[config.mk]
export PLATFORM = sky130hd
export DESIGN_NAME = axi_stream_width_down_flat
export DESIGN_NICKNAME = d
export VERILOG_FILES = /design/src/rtl/common_pkg.sv /design/src/rtl/if_axi_stream.sv /design/src/rtl/axi_stream_width_down.sv /design/src/flat_wrapper.sv
export SDC_FILE = /design/constraint.sdc
export NUM_CORES = 1
export LEC_CHECK = 0
export CORE_UTILIZATION = 40
export CTS_CLUSTER_SIZE = 24
export DETAILED_ROUTE_END_ITERATION = 7
export PLACE_DENSITY = 0.7
export SYNTH_ARGS = -nofsm -noshare
export SYNTH_HDL_FRONTEND = slang
export SYNTH_SLANG_ARGS = --single-unit
[constraint.sdc]
create_clock -name i_clk -period 5.4 [get_ports i_clk]
set_clock_uncertainty 0.05 [all_clocks]
set_input_delay 1.08 -clock i_clk [delete_from_list [all_inputs] [get_ports i_clk]]
set_output_delay 1.08 -clock i_clk [all_outputs]
set_load 0.005 [all_outputs]
[src/rtl/common_pkg.sv]
// rtl/common_pkg.sv - shared byte/beat sizing helpers for stream width converters
package common_pkg;

  // Number of out_byts-wide beats needed to carry m valid bytes (ceil(m/out_byts)).
  function automatic int width_down_beats(input int m, input int out_byts);
    return (m + out_byts - 1) / out_byts;
  endfunction

  // Valid bytes in the final beat of an m-byte word; 0 encodes a full beat.
  function automatic int width_down_last_mod(input int m, input int out_byts);
    int rem;
    rem = m - (width_down_beats(m, out_byts) - 1) * out_byts;
    return (rem == out_byts) ? 0 : rem;
  endfunction

endpackage

[src/rtl/if_axi_stream.sv]
// rtl/if_axi_stream.sv - packet stream link with sop/eop/mod/err/ctl framing
// Signals:
//   val/rdy  handshake (transfer when both high)
//   sop/eop  first/last beat of a packet
//   mod      valid bytes in an eop beat, 0 meaning all DAT_BYTS bytes
//   err      packet error, meaningful on the eop beat
//   dat/ctl  payload and sideband, byte 0 in dat[7:0]
interface if_axi_stream #(
  parameter int DAT_BYTS = 8,
  parameter int CTL_BYTS = 1
) ();
  localparam int DAT_BITS = DAT_BYTS * 8;
  localparam int CTL_BITS = CTL_BYTS * 8;
  localparam int MOD_BITS = (DAT_BYTS > 1) ? $clog2(DAT_BYTS) : 1;

  logic                val;
  logic                rdy;
  logic                sop;
  logic                eop;
  logic                err;
  logic [DAT_BITS-1:0] dat;
  logic [MOD_BITS-1:0] mod;
  logic [CTL_BITS-1:0] ctl;

  modport sink   (input  val, sop, eop, err, dat, mod, ctl, output rdy);
  modport source (output val, sop, eop, err, dat, mod, ctl, input  rdy);
endinterface

[src/rtl/axi_stream_width_down.sv]
// rtl/axi_stream_width_down.sv - splits wide stream words into narrow beats, lowest byte first
// Ports:
//   i_clk    clock
//   i_rst_n  asynchronous active-low reset
//   i_axi    wide input stream  (IN_DAT_BYTS data bytes, CTL_BYTS ctl bytes)
//   o_axi    narrow output stream (OUT_DAT_BYTS data bytes, CTL_BYTS ctl bytes)
module axi_stream_width_down
  import common_pkg::*;
#(
  parameter int IN_DAT_BYTS  = 8,
  parameter int OUT_DAT_BYTS = 2,
  parameter int CTL_BYTS     = 1
) (
  input  logic         i_clk,
  input  logic         i_rst_n,
  if_axi_stream.sink   i_axi,
  if_axi_stream.source o_axi
);

  localparam int R            = IN_DAT_BYTS / OUT_DAT_BYTS;
  localparam int OUT_DAT_BITS = OUT_DAT_BYTS * 8;
  localparam int CTL_BITS     = CTL_BYTS * 8;
  localparam int OUT_MOD_BITS = (OUT_DAT_BYTS > 1) ? $clog2(OUT_DAT_BYTS) : 1;
  localparam int K_BITS       = (R > 1) ? $clog2(R) : 1;

  if ((IN_DAT_BYTS % OUT_DAT_BYTS) != 0 || IN_DAT_BYTS <= OUT_DAT_BYTS) begin : g_bad_cfg
    $fatal(1, "axi_stream_width_down: IN_DAT_BYTS must be a larger integer multiple of OUT_DAT_BYTS");
  end

  typedef enum logic {
    EMPTY,
    SEND
  } state_t;

  state_t                               state_q;
  state_t                               state_d;
  logic [R-1:0][OUT_DAT_BITS-1:0]       word_q;
  logic                                 sop_q;
  logic                                 eop_q;
  logic                                 err_q;
  logic [CTL_BITS-1:0]                  ctl_q;
  logic [K_BITS-1:0]                    k_q;
  logic [K_BITS-1:0]                    last_k_q;
  logic [OUT_MOD_BITS-1:0]              last_mod_q;

  int                                   in_m;
  logic [K_BITS-1:0]                    in_last_k;
  logic [OUT_MOD_BITS-1:0]              in_last_mod;
  logic                                 send;
  logic                                 last_beat;
  logic                                 in_rdy;
  logic                                 accept;
  logic                                 beat_fire;

  assign send      = (state_q == SEND);
  assign last_beat = (k_q == last_k_q);
  assign beat_fire = send && o_axi.rdy;

  // Ready while idle, or when the final beat of the held word leaves this cycle
  // so the next word loads with no bubble. Forced low while reset is asserted.
  assign in_rdy = i_rst_n && (!send || (last_beat && o_axi.rdy));
  assign accept = i_axi.val && in_rdy;

  // Beat count and last-beat mod are resolved once at capture, not per beat.
  always_comb begin
    in_m        = (i_axi.mod == '0) ? IN_DAT_BYTS : int'(i_axi.mod);
    in_last_k   = K_BITS'(R - 1);
    in_last_mod = '0;
    if (i_axi.eop) begin
      in_last_k   = K_BITS'(width_down_beats(in_m, OUT_DAT_BYTS) - 1);
      in_last_mod = OUT_MOD_BITS'(width_down_last_mod(in_m, OUT_DAT_BYTS));
    end
  end

  always_comb begin
    state_d = state_q;
    case (state_q)
      EMPTY:   if (accept) state_d = SEND;
      SEND:    if (beat_fire && last_beat && !accept) state_d = EMPTY;
      default: state_d = EMPTY;
    endcase
  end

  always_ff @(posedge i_clk or negedge i_rst_n) begin
    if (!i_rst_n) begin
      state_q <= EMPTY;
    end else begin
      state_q <= state_d;
    end
  end

  always_ff @(posedge i_clk or negedge i_rst_n) begin
    if (!i_rst_n) begin
      word_q     <= '0;
      sop_q      <= 1'b0;
      eop_q      <= 1'b0;
      err_q      <= 1'b0;
      ctl_q      <= '0;
      k_q        <= '0;
      last_k_q   <= '0;
      last_mod_q <= '0;
    end else if (accept) begin
      word_q     <= i_axi.dat;
      sop_q      <= i_axi.sop;
      eop_q      <= i_axi.eop;
      err_q      <= i_axi.err;
      ctl_q      <= i_axi.ctl;
      k_q        <= '0;
      last_k_q   <= in_last_k;
      last_mod_q <= in_last_mod;
    end else if (beat_fire && !last_beat) begin
      k_q <= k_q + K_BITS'(1);
    end
  end

  // Fields are gated with send so an idle link shows all zeros.
  assign i_axi.rdy = in_rdy;
  assign o_axi.val = send;
  assign o_axi.dat = send ? word_q[k_q] : '0;
  assign o_axi.ctl = send ? ctl_q : '0;
  assign o_axi.sop = send && sop_q && (k_q == '0);
  assign o_axi.eop = send && eop_q && last_beat;
  assign o_axi.err = send && eop_q && last_beat && err_q;
  assign o_axi.mod = (send && eop_q && last_beat) ? last_mod_q : '0;

endmodule

[src/flat_wrapper.sv]
// flat-port wrapper written by rule: the top's interface ports become plain ports
module axi_stream_width_down_flat import common_pkg::*;
#(
  parameter int IN_DAT_BYTS  = 8,
  parameter int OUT_DAT_BYTS = 2,
  parameter int CTL_BYTS     = 1
)
  (i_clk, i_rst_n, i_axi_val, i_axi_sop, i_axi_eop, i_axi_err, i_axi_dat, i_axi_mod, i_axi_ctl, i_axi_rdy, o_axi_val, o_axi_sop, o_axi_eop, o_axi_err, o_axi_dat, o_axi_mod, o_axi_ctl, o_axi_rdy);
  if_axi_stream #(.DAT_BYTS((8)), .CTL_BYTS(CTL_BYTS)) i_axi_i ();
  if_axi_stream #(.DAT_BYTS((2)), .CTL_BYTS(CTL_BYTS)) o_axi_i ();
  input  logic i_clk;
  input  logic i_rst_n;
  input wire logic [$bits(i_axi_i.val)-1:0] i_axi_val;
  input wire logic [$bits(i_axi_i.sop)-1:0] i_axi_sop;
  input wire logic [$bits(i_axi_i.eop)-1:0] i_axi_eop;
  input wire logic [$bits(i_axi_i.err)-1:0] i_axi_err;
  input wire logic [$bits(i_axi_i.dat)-1:0] i_axi_dat;
  input wire logic [$bits(i_axi_i.mod)-1:0] i_axi_mod;
  input wire logic [$bits(i_axi_i.ctl)-1:0] i_axi_ctl;
  output wire logic [$bits(i_axi_i.rdy)-1:0] i_axi_rdy;
  output wire logic [$bits(o_axi_i.val)-1:0] o_axi_val;
  output wire logic [$bits(o_axi_i.sop)-1:0] o_axi_sop;
  output wire logic [$bits(o_axi_i.eop)-1:0] o_axi_eop;
  output wire logic [$bits(o_axi_i.err)-1:0] o_axi_err;
  output wire logic [$bits(o_axi_i.dat)-1:0] o_axi_dat;
  output wire logic [$bits(o_axi_i.mod)-1:0] o_axi_mod;
  output wire logic [$bits(o_axi_i.ctl)-1:0] o_axi_ctl;
  input wire logic [$bits(o_axi_i.rdy)-1:0] o_axi_rdy;
  assign i_axi_i.val = i_axi_val;
  assign i_axi_i.sop = i_axi_sop;
  assign i_axi_i.eop = i_axi_eop;
  assign i_axi_i.err = i_axi_err;
  assign i_axi_i.dat = i_axi_dat;
  assign i_axi_i.mod = i_axi_mod;
  assign i_axi_i.ctl = i_axi_ctl;
  assign i_axi_rdy = i_axi_i.rdy;
  assign o_axi_val = o_axi_i.val;
  assign o_axi_sop = o_axi_i.sop;
  assign o_axi_eop = o_axi_i.eop;
  assign o_axi_err = o_axi_i.err;
  assign o_axi_dat = o_axi_i.dat;
  assign o_axi_mod = o_axi_i.mod;
  assign o_axi_ctl = o_axi_i.ctl;
  assign o_axi_i.rdy = o_axi_rdy;
  axi_stream_width_down #(.IN_DAT_BYTS(IN_DAT_BYTS), .OUT_DAT_BYTS(OUT_DAT_BYTS), .CTL_BYTS(CTL_BYTS)) u_core (.i_clk(i_clk), .i_rst_n(i_rst_n), .i_axi(i_axi_i), .o_axi(o_axi_i));
endmodule
==> flow_summary_export.csv <==
group,metric,value,unit
sta,worst-slew-pin-transition,1010,ps
synthesis,synth-xor-area-share,0.00932,
sta,rsz0062_at_grt,"false",
placed_design,dp_hpwl,5.01,mm
power,ir_worst_vdd,0.000229,V
die,chipWidth,98.9,µm
critical_path,start_kind,"register",
power,p_comb_frac,0.428,
synthesis,synth_compound_area_frac,0.0250,
finish,ff_latch_area,2030,µm²
global_route,grt.overflow.total,0,
critical_path,end_kind,"output port",
sta,setup_violations,0,
synthesis,syn_area,3760,µm²
finish,multi_input_area,1580,µm²
synthesis,ys_seq_area_frac,0.539,
clock_tree,clk_pin_slew_worst_paths,80,ps
run_status,outcome,"finished, final reports clean",
clock_tree,ctsHoldBuffers,0,
critical_path,cp_num_buf_inv,1,
hold_path,min_path_type,"register to register",
power,finalPower,2.89,mW
route,drtIter0Drc,78,
clock_tree,insertion_delay,330,ps
synthesis,syn_area_per_cell,15.2,µm²
sta,slew_violations,0,
sta,hold_viol_final,0,
synthesis,synth_top_family_by_area,"multiplexers",
sta,relSlewSlack,0.327,
route,drc,0,
critical_path,cp_max_fo,19,
route,dr.pass1.iters,4,
power,p_int,2.10,mW
sta,timing.setup.tns,0,ps
finish,final_layout_size_suffix_gt1_frac,0.292,
finish,final_common_cell,"clkdlybuf4s50_1",
finish,area_growth,36.5,%
die,initial_utilization,0.411,
route,vias_per_cell,4.99,
clock_tree,cts_tree,"yes",
synthesis,ys_top_cells_by_area,"dfrtp_1 (54%), mux2_2 (21%), mux4_2 (9.6%)",
finish,fillers,775,
global_route,antenna_found_initial,0,
synthesis,synth_adder_area_share,0.00666,
clock_tree,h-tree-depth,3,
clock_tree,cts_buffers,9,
power,power_leakage,2.07,nW
finish,fin_nets,439,
power,clkPwrFrac,0.184,
die,rows,35,
route,antenna_left,0,
die,die_area,9790,µm²
critical_path,arrival,2760,ps
synthesis,synth_cells,247,
clock_tree,cts.sinks,81,
die,ios,112,
die,fp.dieH,98.9,µm
clock_tree,postCtsSetupBuffers,0,
placed_design,gp_congestion,0.721,
sta,fin_crit_sh,0.720,
die,coreArea,9150,µm²
power,seqPwrFrac,0.389,
finish,antennaDiodeCount,0,
synthesis,yosys_register_bits,81,
placed_design,numPortBuffers,111,
critical_path,cp_slowest_cell,"dfrtp_1",
finish,final_util,0.560,
synthesis,syn_nets,331,
route,via_count,2347,
job,cap_violations,0,
global_route,grt_max_degree,77,
power,swShare,0.272,
critical_path,required,4270,ps
sta,period_minus_slack,3890,ps
critical_path,crit_chain,"xor2_1 -> nor2_1 -> and3_1 -> and2_1 -> clkdlybuf4s50_1",
global_route,grt_pass1_wl,12.2,mm
synthesis,synth.largest_area_cell,"dfrtp_1",
synthesis,synth_cell_types,26,
route,drt-wirelength-per-cell,15.8,µm
synthesis,yosysWarnings,0,
synthesis,muxShareOfSynthArea,0.321,
synthesis,synth-simple-area-share,0.0576,
finish,final_cell_mix,"clkdlybuf4s50_1 (110), dfrtp_1 (81), mux2_2 (69)",
critical_path,crit_path_max_incr_delay,970,ps
power,switching_power,0.787,mW
global_route,grt_usage,0.164,
sta,max_freq,0.257,GHz
critical_path,crit_family,"flip-flops",
synthesis,netlist.area_leader.share,0.539,
clock_tree,cts_buffer_depth,2,
power,powerDensity,563,nW/µm²
clock_tree,cts-root-buf,"clkbuf_8",
clock_tree,cts_resized,0,
route,finalWirelength,7.44,mm
global_route,grt_pass1_vias,2423,
critical_path,path_class,"register to output port",
-- per-layer routing --
metal  GRT usage  vias to the layer above  wire (µm)
li1            -                     1099          -
met1       0.220                     1172       3350
met2       0.258                       69       3620
met3      0.0369                        7        376
met4      0.0677                        0        103
met5           0                        -          0
-- synthesized netlist by cell type, drive strengths merged --
cell type and number:
clkbuf 6, and3 2, xor2 2, nand2 2, o21a 1, dfrtp 81
o211ai 1, a22o 2, inv 4, nand2b 1, a21oi 1, nand3 2
o32ai 1, o21ai 2, mux2 75, mux4 16, o22ai 1, a31oi 2
and2 26, xnor2 2, ha 2, buf 11, nor2b 1, nor2 3
-- metrics by stage --
step | std cells | cell area (µm²) | worst slack, ps | hold slack, ps
after detailed placement | 455 | 4890 | 1810 | 425
final | 470 | 5130 | 1510 | 440
after CTS | 470 | 5130 | 1480 | 445
after floorplan | 247 | 3760 | 2830 | 402
after global placement | 455 | 4890 | 1840 | 417
after global routing | 470 | 5130 | 1320 | 459
-- final timing paths --
| check | from | endpoint | slack [ps] | cells after the start |
|---|---|---|---|---|
| setup / recovery | u_core.k_q[1] | o_axi_mod | 1510 | 5 |
| max in group asynchronous | i_rst_n | u_core.word_q[30] | 3680 | 2 |
| hold / removal | u_core.word_q[37] | u_core.word_q[37] | 440 | 1 |
| setup reg to reg | u_core.k_q[1] | u_core.eop_q | 2270 | 4 |
| min in group asynchronous | i_rst_n | u_core.word_q[21] | 640 | 1 |
| hold reg to reg | u_core.word_q[37] | u_core.word_q[37] | 440 | 1 |
-- power groups by stage --
stage	Clock (mW)	Combinational [mW]	Sequential (mW)
final	0.530	1.23	1.12
after global routing	0.571	1.33	1.18
after CTS	0.545	1.26	1.13
after detailed placement	0	1.25	1.14
after global placement	0	1.23	1.13
after floorplan	0	0.845	1.02
-- worst register-to-register path: stages (launching register included) --
cell and delay, ps:
dfrtp_1 970, xor2_1 300, o32ai_4 440, buf_4 770, mux2_2 500
-- state kept, by name, indices dropped and copies added (netlist names) --
name               cells
u_core.word_q         64
u_core.ctl_q           8
u_core.k_q             2
u_core.last_k_q        2
u_core.eop_q           1
u_core.err_q           1
u_core.last_mod_q      1
u_core.o_axi.val       1
u_core.sop_q           1
-- area by class of cell --
type | instances | area share
well taps | 111 | 0.0271
multi-input cells | 145 | 0.307
flip-flops and latches | 81 | 0.395
clock buffers | 10 | 0.0268
clock inverters | 5 | 0.0202
inverters | 4 | 0.00293
repair buffers | 114 | 0.221
-- kinds of logic after synthesis --
kind of cell    count (synthesis)
mux                            91
compound gates                 11
xor+xnor                        4
fa+ha+maj                       2
simple gates                   37
buf+inv                        21
flops                          81
Note: power is estimated with default switching activity, not from simulation.
